## src/rtl/hpdcache_sync_rd_serializer.sv

```systemverilog
// Pops one multi-word message from a sync buffer, latches it locally and
// replays it one word per beat on a narrow valid/ready output.
module hpdcache_sync_rd_serializer #(
  parameter int unsigned NWORDS = 4,
  parameter type         word_t = logic [63:0],
  parameter int unsigned LENW   = $clog2(NWORDS)
) (
  input  logic                     clk_i,
  input  logic                     rst_ni,
  input  logic                     rok_i,
  output logic                     r_o,
  input  word_t [NWORDS-1:0]       rdata_i,
  input  logic  [LENW-1:0]         rlen_i,
  output logic                     valid_o,
  input  logic                     ready_i,
  output word_t                    data_o,
  output logic  [LENW-1:0]         idx_o,
  output logic                     last_o,
  output logic                     busy_o
);

  localparam int unsigned WORDW = $bits(word_t);
  localparam logic [LENW-1:0] LAST_IDX = LENW'(NWORDS - 1);

  typedef enum logic [0:0] {
    ST_IDLE = 1'b0,
    ST_SEND = 1'b1
  } state_e;

  state_e             state_r, state_s;
  word_t [NWORDS-1:0] buf_r, buf_s;
  logic  [LENW-1:0]   len_r, len_s;
  logic  [LENW-1:0]   cnt_r, cnt_s;
  logic  [LENW-1:0]   cnt_inc_s;
  logic  [LENW-1:0]   len_in_s;
  logic               valid_r, valid_s;
  word_t              data_r, data_s;
  logic  [LENW-1:0]   idx_r, idx_s;
  logic               last_r, last_s;
  logic               beat_s;
  logic               load_s;

  // Clamp an out-of-range length (only reachable for non-power-of-2 NWORDS)
  always_comb begin
    len_in_s = rlen_i;
    if (rlen_i > LAST_IDX) begin
      len_in_s = LAST_IDX;
    end else begin
      len_in_s = rlen_i;
    end
  end

  // Pop decision: only when idle or on the accepted last beat, never during reset
  always_comb begin
    beat_s    = valid_r & ready_i;
    cnt_inc_s = cnt_r + LENW'(1);
    load_s    = 1'b0;
    case (state_r)
      ST_IDLE: load_s = rok_i & rst_ni;
      ST_SEND: load_s = rok_i & rst_ni & beat_s & last_r;
      default: load_s = 1'b0;
    endcase
  end

  // Next-state and next-output computation; outputs are precomputed so they leave flops
  always_comb begin
    state_s = state_r;
    buf_s   = buf_r;
    len_s   = len_r;
    cnt_s   = cnt_r;
    valid_s = valid_r;
    data_s  = data_r;
    idx_s   = idx_r;
    last_s  = last_r;

    if (load_s) begin
      state_s = ST_SEND;
      buf_s   = rdata_i;
      len_s   = len_in_s;
      cnt_s   = {LENW{1'b0}};
      valid_s = 1'b1;
      data_s  = rdata_i[0];
      idx_s   = {LENW{1'b0}};
      last_s  = (len_in_s == {LENW{1'b0}});
    end else begin
      case (state_r)
        ST_SEND: begin
          if (beat_s && last_r) begin
            state_s = ST_IDLE;
            cnt_s   = {LENW{1'b0}};
            valid_s = 1'b0;
            data_s  = buf_r[0];
            idx_s   = {LENW{1'b0}};
            last_s  = 1'b0;
          end else if (beat_s) begin
            cnt_s   = cnt_inc_s;
            data_s  = buf_r[cnt_inc_s];
            idx_s   = cnt_inc_s;
            last_s  = (cnt_inc_s == len_r);
          end else begin
            state_s = state_r;
          end
        end
        ST_IDLE: begin
          state_s = ST_IDLE;
          valid_s = 1'b0;
          last_s  = 1'b0;
        end
        default: begin
          state_s = ST_IDLE;
          cnt_s   = {LENW{1'b0}};
          valid_s = 1'b0;
          last_s  = 1'b0;
        end
      endcase
    end
  end

  // State, buffer and output registers
  always_ff @(posedge clk_i or negedge rst_ni) begin
    if (!rst_ni) begin
      state_r <= ST_IDLE;
      buf_r   <= {(NWORDS * WORDW){1'b0}};
      len_r   <= {LENW{1'b0}};
      cnt_r   <= {LENW{1'b0}};
      valid_r <= 1'b0;
      data_r  <= {WORDW{1'b0}};
      idx_r   <= {LENW{1'b0}};
      last_r  <= 1'b0;
    end else begin
      state_r <= state_s;
      buf_r   <= buf_s;
      len_r   <= len_s;
      cnt_r   <= cnt_s;
      valid_r <= valid_s;
      data_r  <= data_s;
      idx_r   <= idx_s;
      last_r  <= last_s;
    end
  end

  assign r_o     = load_s;
  assign valid_o = valid_r;
  assign data_o  = data_r;
  assign idx_o   = idx_r;
  assign last_o  = last_r;
  assign busy_o  = (state_r == ST_SEND);

endmodule

```

## config.mk

```make
export PLATFORM = sky130hd
export DESIGN_NAME = hpdcache_sync_rd_serializer
export DESIGN_NICKNAME = d
export VERILOG_FILES = /design/src/rtl/hpdcache_sync_rd_serializer.sv
export SDC_FILE = /design/constraint.sdc
export NUM_CORES = 1
export LEC_CHECK = 0
export CAP_MARGIN = 0
export CORE_MARGIN = 2
export CORE_UTILIZATION = 55
export DETAILED_ROUTE_END_ITERATION = 7
export PLACE_DENSITY = 0.95
export REMOVE_ABC_BUFFERS = 1
export SLEW_MARGIN = 20
export SYNTH_ARGS = -nofsm -noshare
export SYNTH_HDL_FRONTEND = slang
export SYNTH_SLANG_ARGS = --single-unit
```

## constraint.sdc

```tcl
create_clock -name clk_i -period 3.3 [get_ports clk_i]
set_input_delay 0.825 -clock clk_i [delete_from_list [all_inputs] [get_ports clk_i]]
set_output_delay 0.825 -clock clk_i [all_outputs]
set_load 0.005 [all_outputs]
```

### Word-level counts from Yosys, hierarchy flattened

Index checks and enable logic that the tools add are counted.
W data, S select, Z words.

* flip-flop bits (word level): 327
* logic and storage cells: 48
* output and inout bits: 70

* reduce and logical (&&, ||, !) cells: 5
* $add $sub $neg: 1
* order comparisons: 2
* muxes and demuxes: 22
* eq/ne operators: 3
* bitwise gates (word level): 5

Operators by type and width (number)
* $mux W64: 5
* $bmux W64 S2: 1
* $mux W2: 5
* $pmux W1 S2: 4
* $mux W1: 7
* $and A1 B1 Y1: 4
* $ne A4 B2 Y1 const B: 1
* $lt A2 B3 Y1 const B: 1
* $ne A3 B2 Y1 const B: 1
* $reduce_bool A3 Y1: 1
* $add A2 B1 Y2 const B: 1
* $eq A2 B2 Y1: 1
* $gt A2 B2 Y1 const B: 1
* $logic_not A2 Y1: 1
* $reduce_and A2 Y1: 1
* $reduce_bool A2 Y1: 1
* $logic_and A1 B1 Y1: 1
* $not A1 Y1: 1

### Longest topological paths before layout

Gate-level depths: netlist of the first run.

* depth in word-level cells: 7
* mapped depth: 8

### Least setup slack after synthesis of the first run

OpenSTA, ideal clock, no wires.

* kind: input to output
* start: in rok_i
* end: out r_o
* path slack: 897 ps
* stages on the path: 6
* arrival: 1578 ps
* cells stage by stage: nand2_1 > a21o_1 > buf_4 > inv_4 > buf_6 > buf_4

* word-level cells in the longest chain between the ends: 4

RTL lines
* start: declaration: line 10 `input logic rok_i,`
* $and A1 B1 Y1 *: line 59, 60
* $and A1 B1 Y1 (2 in series): line 60 `ST_SEND: load_s = rok_i & rst_ni & beat_s & last_r;`
* $pmux W1 S2 *: line 58 `case (state_r)`
* end: declaration: line 11 `output logic r_o,`

Every way passes the cells marked *; elsewhere a longest branch is shown, timed or not.

### Worst setup path after layout of the first run

* start: in ready_i
* end: out r_o

* word-level cells in the longest chain between the ends: 4

RTL lines
* start: declaration: line 15 `input logic ready_i,`
* $and A1 B1 Y1: line 55 `beat_s = valid_r & ready_i;`
* $and A1 B1 Y1 (2 in series): line 60
* $pmux W1 S2: line 58

No other way between the ends.

==> results of run 1 <==
==> synthesized netlist by cell type <==
library cell,n
buf_4,38
buf_2,58
buf_6,5
o211ai_1,1
xnor2_1,1
o21ai_1,1
a21o_1,2
a2bb2oi_1,1
clkbuf_1,29
o31ai_2,10
a31oi_1,1
o21ai_0,4
inv_1,1
nand3_1,5
o2111ai_1,1
mux2i_1,63
nor3_1,62
nor2b_1,64
o21ai_2,1
nor4_1,1
nand2b_1,1
nand2_2,1
a22oi_1,63
o22ai_1,63
nor3b_1,1
and3_1,1
dfrtp_1,327
o21a_1,63
buf_1,5
inv_4,1
nor2_1,3
o31ai_1,53
a21oi_1,3
nand2_1,842
==> per-stage QoR <==
step / setup TNS [ps] / worst slack [ps]
finish: 0 / 413
global route: 0 / 287
CTS: 0 / 125
detailed placement: 0 / 50.8
global placement: 0 / 154
floorplan: -2344240 / -7510
==> layout make-up <==
class,instances,area share [%]
Antenna cell,2,0.0250
Clock buffer,45,4.97
Sequential cell,327,40.9
Tap cell,378,2.36
Multi-Input combinational cell,1312,32.8
Inverter,2,0.0750
Clock inverter,11,0.700
Timing Repair Buffer,352,18.2
==> logic make-up (layout without fill, tap and decap cells) <==
family	Yosys count	count (layout)	synth area share, %
buf+inv	137	410	4.97
xor+xnor	1	1	0.0566
mux	63	63	4.07
flops	327	327	52.8
compound gates	267	267	12.6
simple gates	981	981	25.4
other cells	0	2	0
==> final timing paths <==
check,from,endpoint
min in group clk_i,buf_r[116],buf_r[116]
worst min register to register,buf_r[116],buf_r[116]
worst max-delay path,ready_i,r_o
worst min-delay path,rst_ni,data_o[39]
worst max register to register,valid_o,data_o[20]
max in group asynchronous,rst_ni,idx_o[1]
==> critical path: stages <==
cell and delay [ps]:
clkdlybuf4s50_1 530, nand3_4 90, a21o_4 260, inv_8 70, dlymetal6s2s_1 290
==> layer usage <==
layer	global-route usage (%)	part of all wire, %	vias up
met4	14.7	4.3	0
met5	0	0	-
met1	38.4	39	6748
met2	49.3	48	812
met3	5.82	9.0	163
li1	-	-	6376
==> report_power, final <==
group | switching (mW) | leakage [nW] | internal [mW] | total, mW
registers | 1.24 | 4.10 | 5.83 | 7.07
logic | 3.42 | 5.07 | 3.21 | 6.62
clock network | 1.60 | 0.561 | 2.36 | 3.96
==> flip-flops by register name (all words and copies together), names as in the netlist <==
signal,flops
valid_o,1
last_o,1
len_r,2
busy_o,1
data_o,64
idx_o,2
buf_r,256
==> run_results.csv, run 1 <==
group,metric,value,unit
cts,clockBufferDepth,3,
finish,final_common_cell,"nand2_1",
status,outcome,"complete, no violations",
grt,grt_first_pass_wirelength,71000,um
floorplan,die_h,172,um
grt,grt.total_usage,30.0,%
finish,final_cell_mix,"nand2_1 (842), clkdlybuf4s50_1 (329), dfrtp_1 (325), nor2b_1 (64)",
finish,finalNetCount,2293,
floorplan,die-area,29500,sq um
timing,max_freq,0.346,GHz
place,dpl_cell_area,18900,sq um
grt,grt_overflow,0,
logic_synthesis,ys_ff_latch,327,
logic_synthesis,synthDominantCellAreaShare,52.8,%
power,design_power_total,17.7,mW
finish,seqCellArea,8190,sq um
place,io_buffers,331,
cts,cts_sinks,327,
cts,cts_resized,0,
finish,areaGrowthSynthToFinish,29.3,%
cts,post_cts_buffers,0,
logic_synthesis,synth.cell_area,15500,sq um
floorplan,start_util,55.8,%
timing,post-route-period-util,87.5,%
cts,clk_pin_slew,70,ps
cts,cts-root-buf,"clkbuf_16",
cts,holdBufCountCts,0,
finish,final_cells,2429,
grt,antenna_found_initial,2,
route,drc,0,
critical_path,crit_required,2470,ps
logic_synthesis,synth_warnings,0,
power,ir_worst_vdd,0.409,mV
critical_path,path_class,"in2out",
critical_path,r2r_slack,770,ps
timing,skew,14.1,ps
timing,fin_crit,2890,ps
floorplan,num_rows,61,
place,place_congestion,0.825,
timing,hold_violations,0,
route,drtPass1Iterations,5,
route,drt_iter0_drc,1494,
logic_synthesis,synth_top_cell_by_area,"dfrtp_1",
logic_synthesis,post_synth.cell_area_avg,8.72,sq um
logic_synthesis,synthCells,1776,
timing,finalMaxSlewViolations,0,
logic_synthesis,ys_seq_area_share,52.8,%
power,power_density,882,nW/um^2
critical_path,worstPathArrival,2060,ps
power,power_leakage,9.73,nW
place,dp_hpwl,26800,um
worst_hold_path,min_path_type,"in2async",
timing,rsz0062_at_grt,"false",
grt,grt_pass1_vias,14378,
floorplan,top_level_ports,332,
route,wirelength,44200,um
finish,multi_input_area,6570,sq um
timing,worst_pin_slew,848,ps
job,maxCapViolCount,0,
finish,utilization,72.1,%
route,vias,14099,
cts,clk_latency,510,ps
cts,numCtsBuffers,36,
place,placedCellCount,2370,
finish,final_area,20000,sq um
floorplan,die_w,172,um
route,drtAntennaViolNets,0,
timing,setup_viol,0,
grt,grt_max_degree,186,
route,wl_per_cell,18.2,um
cts,htree_levels,2,
logic_synthesis,synth_area_leaders,"dfrtp_1 (53%), nand2_1 (20%), mux2i_1 (4.1%), a22oi_1 (3.1%), o21a_1 (3.1%)",
logic_synthesis,synth.distinct_cells,34,
route,routed_via_density,5.80,
critical_path,r2r_cells,5,
critical_path,cp-end-kind,"output port",
timing,relSlewSlack,43.4,%
cts,cts_tree,"done",
critical_path,start_kind,"primary input",
finish,drive_gt1_share,4.54,%
finish,fillers,1856,
critical_path,worstPathMaxFanout,3,
timing,holdWs,275,ps
floorplan,fp.coreArea,27800,sq um
Note: power is estimated with default switching activity, not from simulation.
==> run 2, diff against run 1 <==
--- a/config.mk
+++ b/config.mk
@@ -10,7 +10,6 @@
 export CORE_UTILIZATION = 55
 export DETAILED_ROUTE_END_ITERATION = 7
 export PLACE_DENSITY = 0.95
-export REMOVE_ABC_BUFFERS = 1
 export SLEW_MARGIN = 20
 export SYNTH_ARGS = -nofsm -noshare
 export SYNTH_HDL_FRONTEND = slang
==> run_results.csv, run 2 (synthesis gave the netlist of run 1 again) <==
group,metric,value,unit
status,outcome,"complete, no violations",
worst_hold_path,min_path_type,"in2async",
cts,clk_latency,510,ps
critical_path,path_cells,"clkdlybuf4s50_1 -> nand3_4 -> a21o_4 -> inv_8 -> clkdlybuf4s50_1",
place,dpl_cell_area,18900,sq um
power,ir_worst_vdd,0.590,mV
place,dp_hpwl,29100,um
route,drtPass1Iterations,6,
power,design_power_total,17.6,mW
logic_synthesis,syn_nets,2038,
timing,skew,12.4,ps
cts,cts-root-buf,"clkbuf_16",
cts,htree_levels,2,
cts,cts_sinks,327,
power,power_density,881,nW/um^2
power,clkPwrFrac,22.0,%
grt,grt_max_degree,141,
route,wirelength,45700,um
grt,grt_overflow,0,
place,place_congestion,0.876,
finish,final_cell_mix,"nand2_1 (842), clkdlybuf4s50_1 (330), dfrtp_1 (325), nor2b_1 (64)",
critical_path,path_class,"in2out",
timing,relSlewSlack,36.7,%
floorplan,fp.coreArea,27800,sq um
floorplan,start_util,55.8,%
cts,post_cts_buffers,0,
power,sw_frac_of_total,35.7,%
grt,grt.total_usage,30.7,%
route,drtAntennaViolNets,0,
cts,clk_pin_slew,60,ps
floorplan,die-area,29500,sq um
finish,final_area,20000,sq um
finish,final_common_cell,"nand2_1",
critical_path,crit_slowest_cell,"clkdlybuf4s50_1",
route,wl_per_cell,18.7,um
power,power_leakage,9.69,nW
critical_path,critPathMaxStageDelay,540,ps
timing,post-route-period-util,93.4,%
critical_path,startpoint,"ready_i",
finish,top_register,"buf_r",
power,power.switching,6.28,mW
place,dp_slack,30.4,ps
timing,worst_pin_slew,949,ps
critical_path,r2r_start,"valid_o",
timing,max_freq,0.324,GHz
floorplan,top_level_ports,332,
power,pwr-share-comb,37.8,%
timing,setup_tns,0,ps
critical_path,r2r_cells,6,
critical_path,start_kind,"primary input",
critical_path,path_delay_family,"buffers and inverters",
critical_path,crit_required,2470,ps
critical_path,cp-end-kind,"output port",
critical_path,worstPathMaxFanout,3,
floorplan,die_h,172,um
critical_path,worstPathArrival,2260,ps
timing,layout_setup_ws,217,ps
route,drc,0,
job,maxCapViolCount,0,
critical_path,crit_cells,5,
finish,largest_reg_flops,256,
cts,cts_resized,0,
route,routed_via_density,5.81,
cts,clockBufferDepth,3,
critical_path,worst-path-buf-inv,3,
timing,fin_crit,3080,ps
finish,areaGrowthSynthToFinish,29.0,%
finish,drive_gt1_share,4.71,%
timing,hold_violations,0,
finish,finalNetCount,2299,
finish,fillers,1869,
route,drt_iter0_drc,1698,
power,power_frac_seq,40.2,%
place,io_buffers,331,
critical_path,cpMostUsedCell,"clkdlybuf4s50_1",
cts,numCtsBuffers,36,
timing,finalMaxSlewViolations,0,
cts,cts_tree,"done",
route,vias,14163,
power,p_int,11.3,mW
floorplan,num_rows,61,
cts,holdBufCountCts,0,
grt,grt_pass1_vias,14470,
timing,rsz0062_at_grt,"false",
floorplan,die_w,172,um
grt,antenna_found_initial,2,
timing,setup_viol,0,
grt,grt_first_pass_wirelength,72600,um
-- run 2: per-layer routing --
metal	global-route usage (%)	part of all wire [%]	wire length, um
met5	0	0	0
met1	38.9	39	17900
met2	51.3	49	22200
met3	5.25	7.7	3500
met4	14.8	4.6	2090
-- run 2: cell type report --
class                      count  area [sq um]  share of cell area, %
inverter                       2          15.0                 0.0752
sequential                   327          8190                   41.0
tap                          378           473                   2.37
timing repair buffer         358          3610                   18.1
clock buffer                  54          1060                   5.30
antenna                        2          5.00                 0.0251
multi-input combinational   1312          6570                   32.9
clock inverter                 6          57.6                  0.288
-- run 2: stage by stage --
step	hold slack, ps	cells	util (%)
global route	457	2438	71.9
global placement	456	2377	67.9
CTS	422	2437	71.9
finish	425	2439	71.9
floorplan	440	1776	-
detailed placement	462	2377	67.9
-- run 2: power groups by stage --
stage	clock (mW)	combinational [mW]	sequential [mW]
6_report	3.87	6.66	7.06
5_1_grt	4.08	7.38	7.25
4_1_cts	3.92	6.66	7.03
3_5_place_dp	0	6.56	7.05
3_3_place_gp	0	6.18	6.94
2_1_floorplan	0	4.37	6.72
-- run 2: worst paths after layout --
path	slack (ps)	end
min in group clk_i	470	buf_r[255]
min	420	buf_r[225]
max reg2reg	720	data_o[30]
max in group asynchronous	1630	buf_r[240]
max	220	r_o
min reg2reg	470	buf_r[255]
-- run 2: worst register-to-register path: cells and delay by family (launching register included) --
kind | cells | cell delay (ps)
compound gates | 2 | 300
simple gates | 2 | 360
flops | 1 | 480
buf+inv | 2 | 1310
